## config.mk

```make
export PLATFORM = sky130hd
export DESIGN_NAME = ecc_scrubber
export DESIGN_NICKNAME = d
export VERILOG_FILES = /design/src/rtl/ecc_scrubber.sv
export SDC_FILE = /design/constraint.sdc
export NUM_CORES = 1
export LEC_CHECK = 0
export BUFFER_PORTS_ARGS = -buffer_cell sky130_fd_sc_hd__buf_2
export CAP_MARGIN = 25
export CORE_MARGIN = 4
export CORE_UTILIZATION = 55
export DETAILED_ROUTE_END_ITERATION = 10
export PLACE_DENSITY = 0.86
export RECOVER_POWER = 50
export SYNTH_ARGS = -nofsm -noshare
export SYNTH_HDL_FRONTEND = slang
export SYNTH_SLANG_ARGS = --single-unit
```

## constraint.sdc

```tcl
create_clock -name clk -period 4.8 [get_ports clk]
set_input_delay 0.96 -clock clk [delete_from_list [all_inputs] [get_ports clk]]
set_output_delay 0.96 -clock clk [all_outputs]
set_load 0.03 [all_outputs]
```

## src/rtl/ecc_scrubber.sv

```systemverilog
// Background scrubber for an ECC-protected RAM: walks every address once per pass,
// writes back the corrected word and tallies uncorrectable (double-bit) errors.
module ecc_scrubber #(
  parameter int unsigned DATA_WIDTH = 8,
  parameter int unsigned ADDR_WIDTH = 4,
  parameter int unsigned RD_LATENCY = 1
) (
  input  logic                  clk,
  input  logic                  rst,
  input  logic                  i_start,
  input  logic                  i_hold,
  output logic                  o_en,
  output logic                  o_we,
  output logic [ADDR_WIDTH-1:0] o_addr,
  output logic [DATA_WIDTH-1:0] o_din,
  input  logic [DATA_WIDTH-1:0] i_dout,
  input  logic                  i_error,
  output logic                  o_busy,
  output logic                  o_done,
  output logic [15:0]           o_err_cnt,
  output logic [ADDR_WIDTH-1:0] o_first_err_addr
);

  localparam int unsigned CNT_W = 3;
  localparam int unsigned ERR_W = 16;
  localparam logic [ADDR_WIDTH-1:0] ADDR_LAST = '1;
  localparam logic [ERR_W-1:0]      ERR_MAX   = '1;

  localparam logic [2:0] S_IDLE  = 3'd0;
  localparam logic [2:0] S_READ  = 3'd1;
  localparam logic [2:0] S_WAIT  = 3'd2;
  localparam logic [2:0] S_WRITE = 3'd3;
  localparam logic [2:0] S_NEXT  = 3'd4;
  localparam logic [2:0] S_DONE  = 3'd5;

  logic [2:0]            state, state_nx;
  logic [CNT_W-1:0]      lat_cnt, lat_cnt_nx;
  logic [ADDR_WIDTH-1:0] addr_nx, first_nx;
  logic [DATA_WIDTH-1:0] din_nx;
  logic [ERR_W-1:0]      err_nx;
  logic                  en_nx, we_nx, busy_nx, done_nx;

  // State and all outputs registered; outputs are decoded from the next state
  always_ff @(posedge clk) begin
    if (rst) begin
      state            <= S_IDLE;
      lat_cnt          <= '0;
      o_addr           <= '0;
      o_din            <= '0;
      o_err_cnt        <= '0;
      o_first_err_addr <= '0;
      o_en             <= 1'b0;
      o_we             <= 1'b0;
      o_busy           <= 1'b0;
      o_done           <= 1'b0;
    end else begin
      state            <= state_nx;
      lat_cnt          <= lat_cnt_nx;
      o_addr           <= addr_nx;
      o_din            <= din_nx;
      o_err_cnt        <= err_nx;
      o_first_err_addr <= first_nx;
      o_en             <= en_nx;
      o_we             <= we_nx;
      o_busy           <= busy_nx;
      o_done           <= done_nx;
    end
  end

  always_comb begin
    state_nx   = state;
    lat_cnt_nx = lat_cnt;
    addr_nx    = o_addr;
    din_nx     = o_din;
    err_nx     = o_err_cnt;
    first_nx   = o_first_err_addr;

    case (state)
      S_IDLE: begin
        if (i_start) begin
          state_nx = S_READ;
          addr_nx  = '0;
          err_nx   = '0;
          first_nx = '0;
        end
      end
      S_READ: begin
        state_nx   = S_WAIT;
        lat_cnt_nx = CNT_W'(RD_LATENCY);
      end
      S_WAIT: begin
        lat_cnt_nx = lat_cnt - CNT_W'(1);
        // Last latency cycle: read data is valid now
        if (lat_cnt == CNT_W'(1)) begin
          if (i_error) begin
            state_nx = S_NEXT;
            if (o_err_cnt != ERR_MAX) err_nx = o_err_cnt + ERR_W'(1);
            if (o_err_cnt == '0)      first_nx = o_addr;
          end else begin
            state_nx = S_WRITE;
            din_nx   = i_dout;
          end
        end
      end
      S_WRITE: state_nx = S_NEXT;
      S_NEXT: begin
        if (o_addr == ADDR_LAST) begin
          state_nx = S_DONE;
        end else if (!i_hold) begin
          state_nx = S_READ;
          addr_nx  = o_addr + ADDR_WIDTH'(1);
        end
      end
      S_DONE:  state_nx = S_IDLE;
      default: state_nx = S_IDLE;
    endcase

    en_nx   = (state_nx == S_READ) || (state_nx == S_WRITE);
    we_nx   = (state_nx == S_WRITE);
    busy_nx = (state_nx != S_IDLE);
    done_nx = (state_nx == S_DONE);
  end

endmodule

```

==> results.ini <==
[timing]
setup_tns_ns = 0
worstMarginPinSlew_ns = 1.54
fin_ws_ns = 2.14
final_hold_viol_count = 0
rsz0062_at_grt = false
fin_crit_sh_pct = 55.5
setup-violations-final = 0
slew_viol_final = 39
slew_headroom_pct = -2.59
clock_skew_ns = 0.0103
holdWs_ns = 0.497
min_period_ns = 2.66
max_freq_ghz = 0.376

[run]
cap_violations = 1

[setup_path]
reg2reg_slack_ns = 2.14
path_cells = nor3b_2 > nand2_1 > o21ai_0 > nand3_1 > a21oi_1
critPathMaxStageDelay_ns = 0.73
required_ns = 5.01
worstSetupEndpointType = flip-flop
rr_endpoint = o_first_err_addr[3]
critPathBufInv = 0
path_delay_family = simple AND/OR/NAND/NOR gates
reg2reg_depth = 5
cp_max_fo = 14
startpoint_type = flip-flop
arrival_ns = 2.87
crit_type = flip-flop to flip-flop
crit_slowest_cell = nor3b_2
regToRegStartpoint = state[1]

[clock_network]
cts_tree = done
clk_pin_slew_worst_paths_ns = 0.08
cts.path.max_buffers = 2
clk_latency_ns = 0.30
cts-root-buf = clkbuf_8
cts.hold.buffers_added = 0
cts_setup_buffers = 0
htreeDepth = 2
clock-sinks = 42
cts-buffers-inserted = 5
ctsResizeCount = 0

[detailed_routing]
drtIter0Drc = 203
vias = 2036
route.detailed.drc = 0
vias_per_cell = 6.01
post_drt_wl_per_cell_um = 14.6
firstDrtPassIters = 4
routed_wl_um = 4960
ant_nets = 0

[grt]
grt-ovfl-total = 0
antenna_found_initial = 0
grt_pass1_wl_um = 8340
track_usage_pct = 20.4
grt_pass1_vias = 1862
grt_max_degree = 39

[placement]
dp_cells = 331
gp_congestion = 0.859
numPortBuffers = 48
dp_hpwl_um = 3410
preCtsSetupSlack_ns = 2.25

[min_path]
min_path_cells = 2
min_to = lat_cnt[1]
hold_path_class = flip-flop to flip-flop
hold_start = lat_cnt[1]

[cells_and_area]
layout-drive-gt1-share_pct = 9.62
fin_nets = 308
antenna_cells = 0
syn2layout_area_growth_pct = 13.3
stdcell_count = 339

[floorplan]
start_util_pct = 57.6
io_pins = 49
die-height_um = 70.4
coreArea_um2 = 3720
rows = 22
dieArea_um2 = 4950
die_x_um = 70.4

[synth]
ys_seq_area_share_pct = 39.3
synth.distinct_cells = 50
synth.top_cell.area_share_pct = 39.3
ys_warn_count = 0
synth_nets = 267
netlist_area_um2 = 2140
netlist_top_cells_area = dfxtp_1, a21oi_1, mux2i_1
synth_edf_count = 0
synth_top_area_cell = dfxtp_1
yosysMostFrequentCell = dfxtp_1
synthTopCellsByCount = dfxtp_1, a21oi_1, nor2_1, o21ai_0, nand3_1
synth_seq_cells = 42
synthCells = 249
syn_avg_cell_area_um2 = 8.59
async_flop_share_pct = 0
synth_ff_type = dfxtp_1

[power_and_ir_drop]
p_leak_nw = 0.831
ir_worst_vdd_uv = 187
p_per_area_nw_per_um2 = 287

[run_status]
status = finished, violations left
violations = capacitance limit, slew limit

[cells by family after synthesis]
logic type	count (synthesis)	synth area share [%]
and+or+nand+nor	101	28.0
AOI/OAI and AO/OA	69	20.2
DFF	42	39.3
buffers and inverters	20	4.15
muxes	9	4.21
adders and majority gates	5	2.92
xor gates and xnor gates	3	1.23
[tightest hold or removal path, cell delays in order, from the launching register on]
cell and delay, ns:
dfxtp_1 0.33, a21oi_1 0.06, nor2_1 0.07
[worst max path at each step]
stage,cells after the start,end,slack [ns],from
3_3_place_gp,4,o_err_cnt[15],2.30,state[1]
4_1_cts,5,o_first_err_addr[3],2.18,state[1]
2_1_floorplan,6,o_err_cnt[5],2.52,i_start
3_5_place_dp,4,o_err_cnt[15],2.25,state[1]
6_report,5,o_first_err_addr[3],2.14,state[1]
5_1_grt,5,o_first_err_addr[2],1.83,state[1]
[cell type report]
class	instances	area [um^2]
multi-input combinational	187	1210
clock buffer	6	82.6
fill	347	1290
clock inverter	2	12.5
sequential	42	841
timing repair buffer	48	196
tap	48	60.1
inverter	6	22.5
[sequential cells by signal, indices dropped and copies added (netlist names), 3 cells and up]
signal,cells
o_err_cnt,16
o_din,8
o_addr,4
o_first_err_addr,4
lat_cnt,3
state,3
[routing by layer]
| layer | up-vias | wire (um) | GRT usage, % |
|---|---|---|---|
| met3 | 13 | 348 | 5.18 |
| met1 | 945 | 2160 | 24.2 |
| met2 | 76 | 2340 | 34.3 |
| li1 | 1002 | - | - |
| met4 | 0 | 115 | 8.94 |
| met5 | - | 0 | 0 |
[through the flow]
step	util (%)	power [W]	instance area (um^2)
2_1_floorplan	-	0.000445	2140
6_report	65.3	0.000696	2420
5_1_grt	65.3	0.000728	2420
3_5_place_dp	63.9	0.000466	2370
3_3_place_gp	63.9	0.000463	2370
4_1_cts	66.4	0.000705	2470
[report_power, final]
part,leakage [nW],switching (W),total [W],internal (W)
registers,0.340,0.0000108,0.000368,0.000357
clock network,0.0472,0.000123,0.000238,0.000116
logic,0.444,0.0000557,0.0000897,0.0000339
[layout by cell type (no fill, tap or decap), types with 9 or more instances in the layout]
master | synthesis | final
o21ai_0 | 14 | 14
a21oi_1 | 22 | 22
clkbuf_1 | 8 | 35
dfxtp_1 | 42 | 42
nand3_1 | 12 | 12
nor2_1 | 20 | 20
mux2i_1 | 9 | 9
buf_2 | 5 | 13
nand2_1 | 10 | 10
Power figures use the tool's default switching activity.
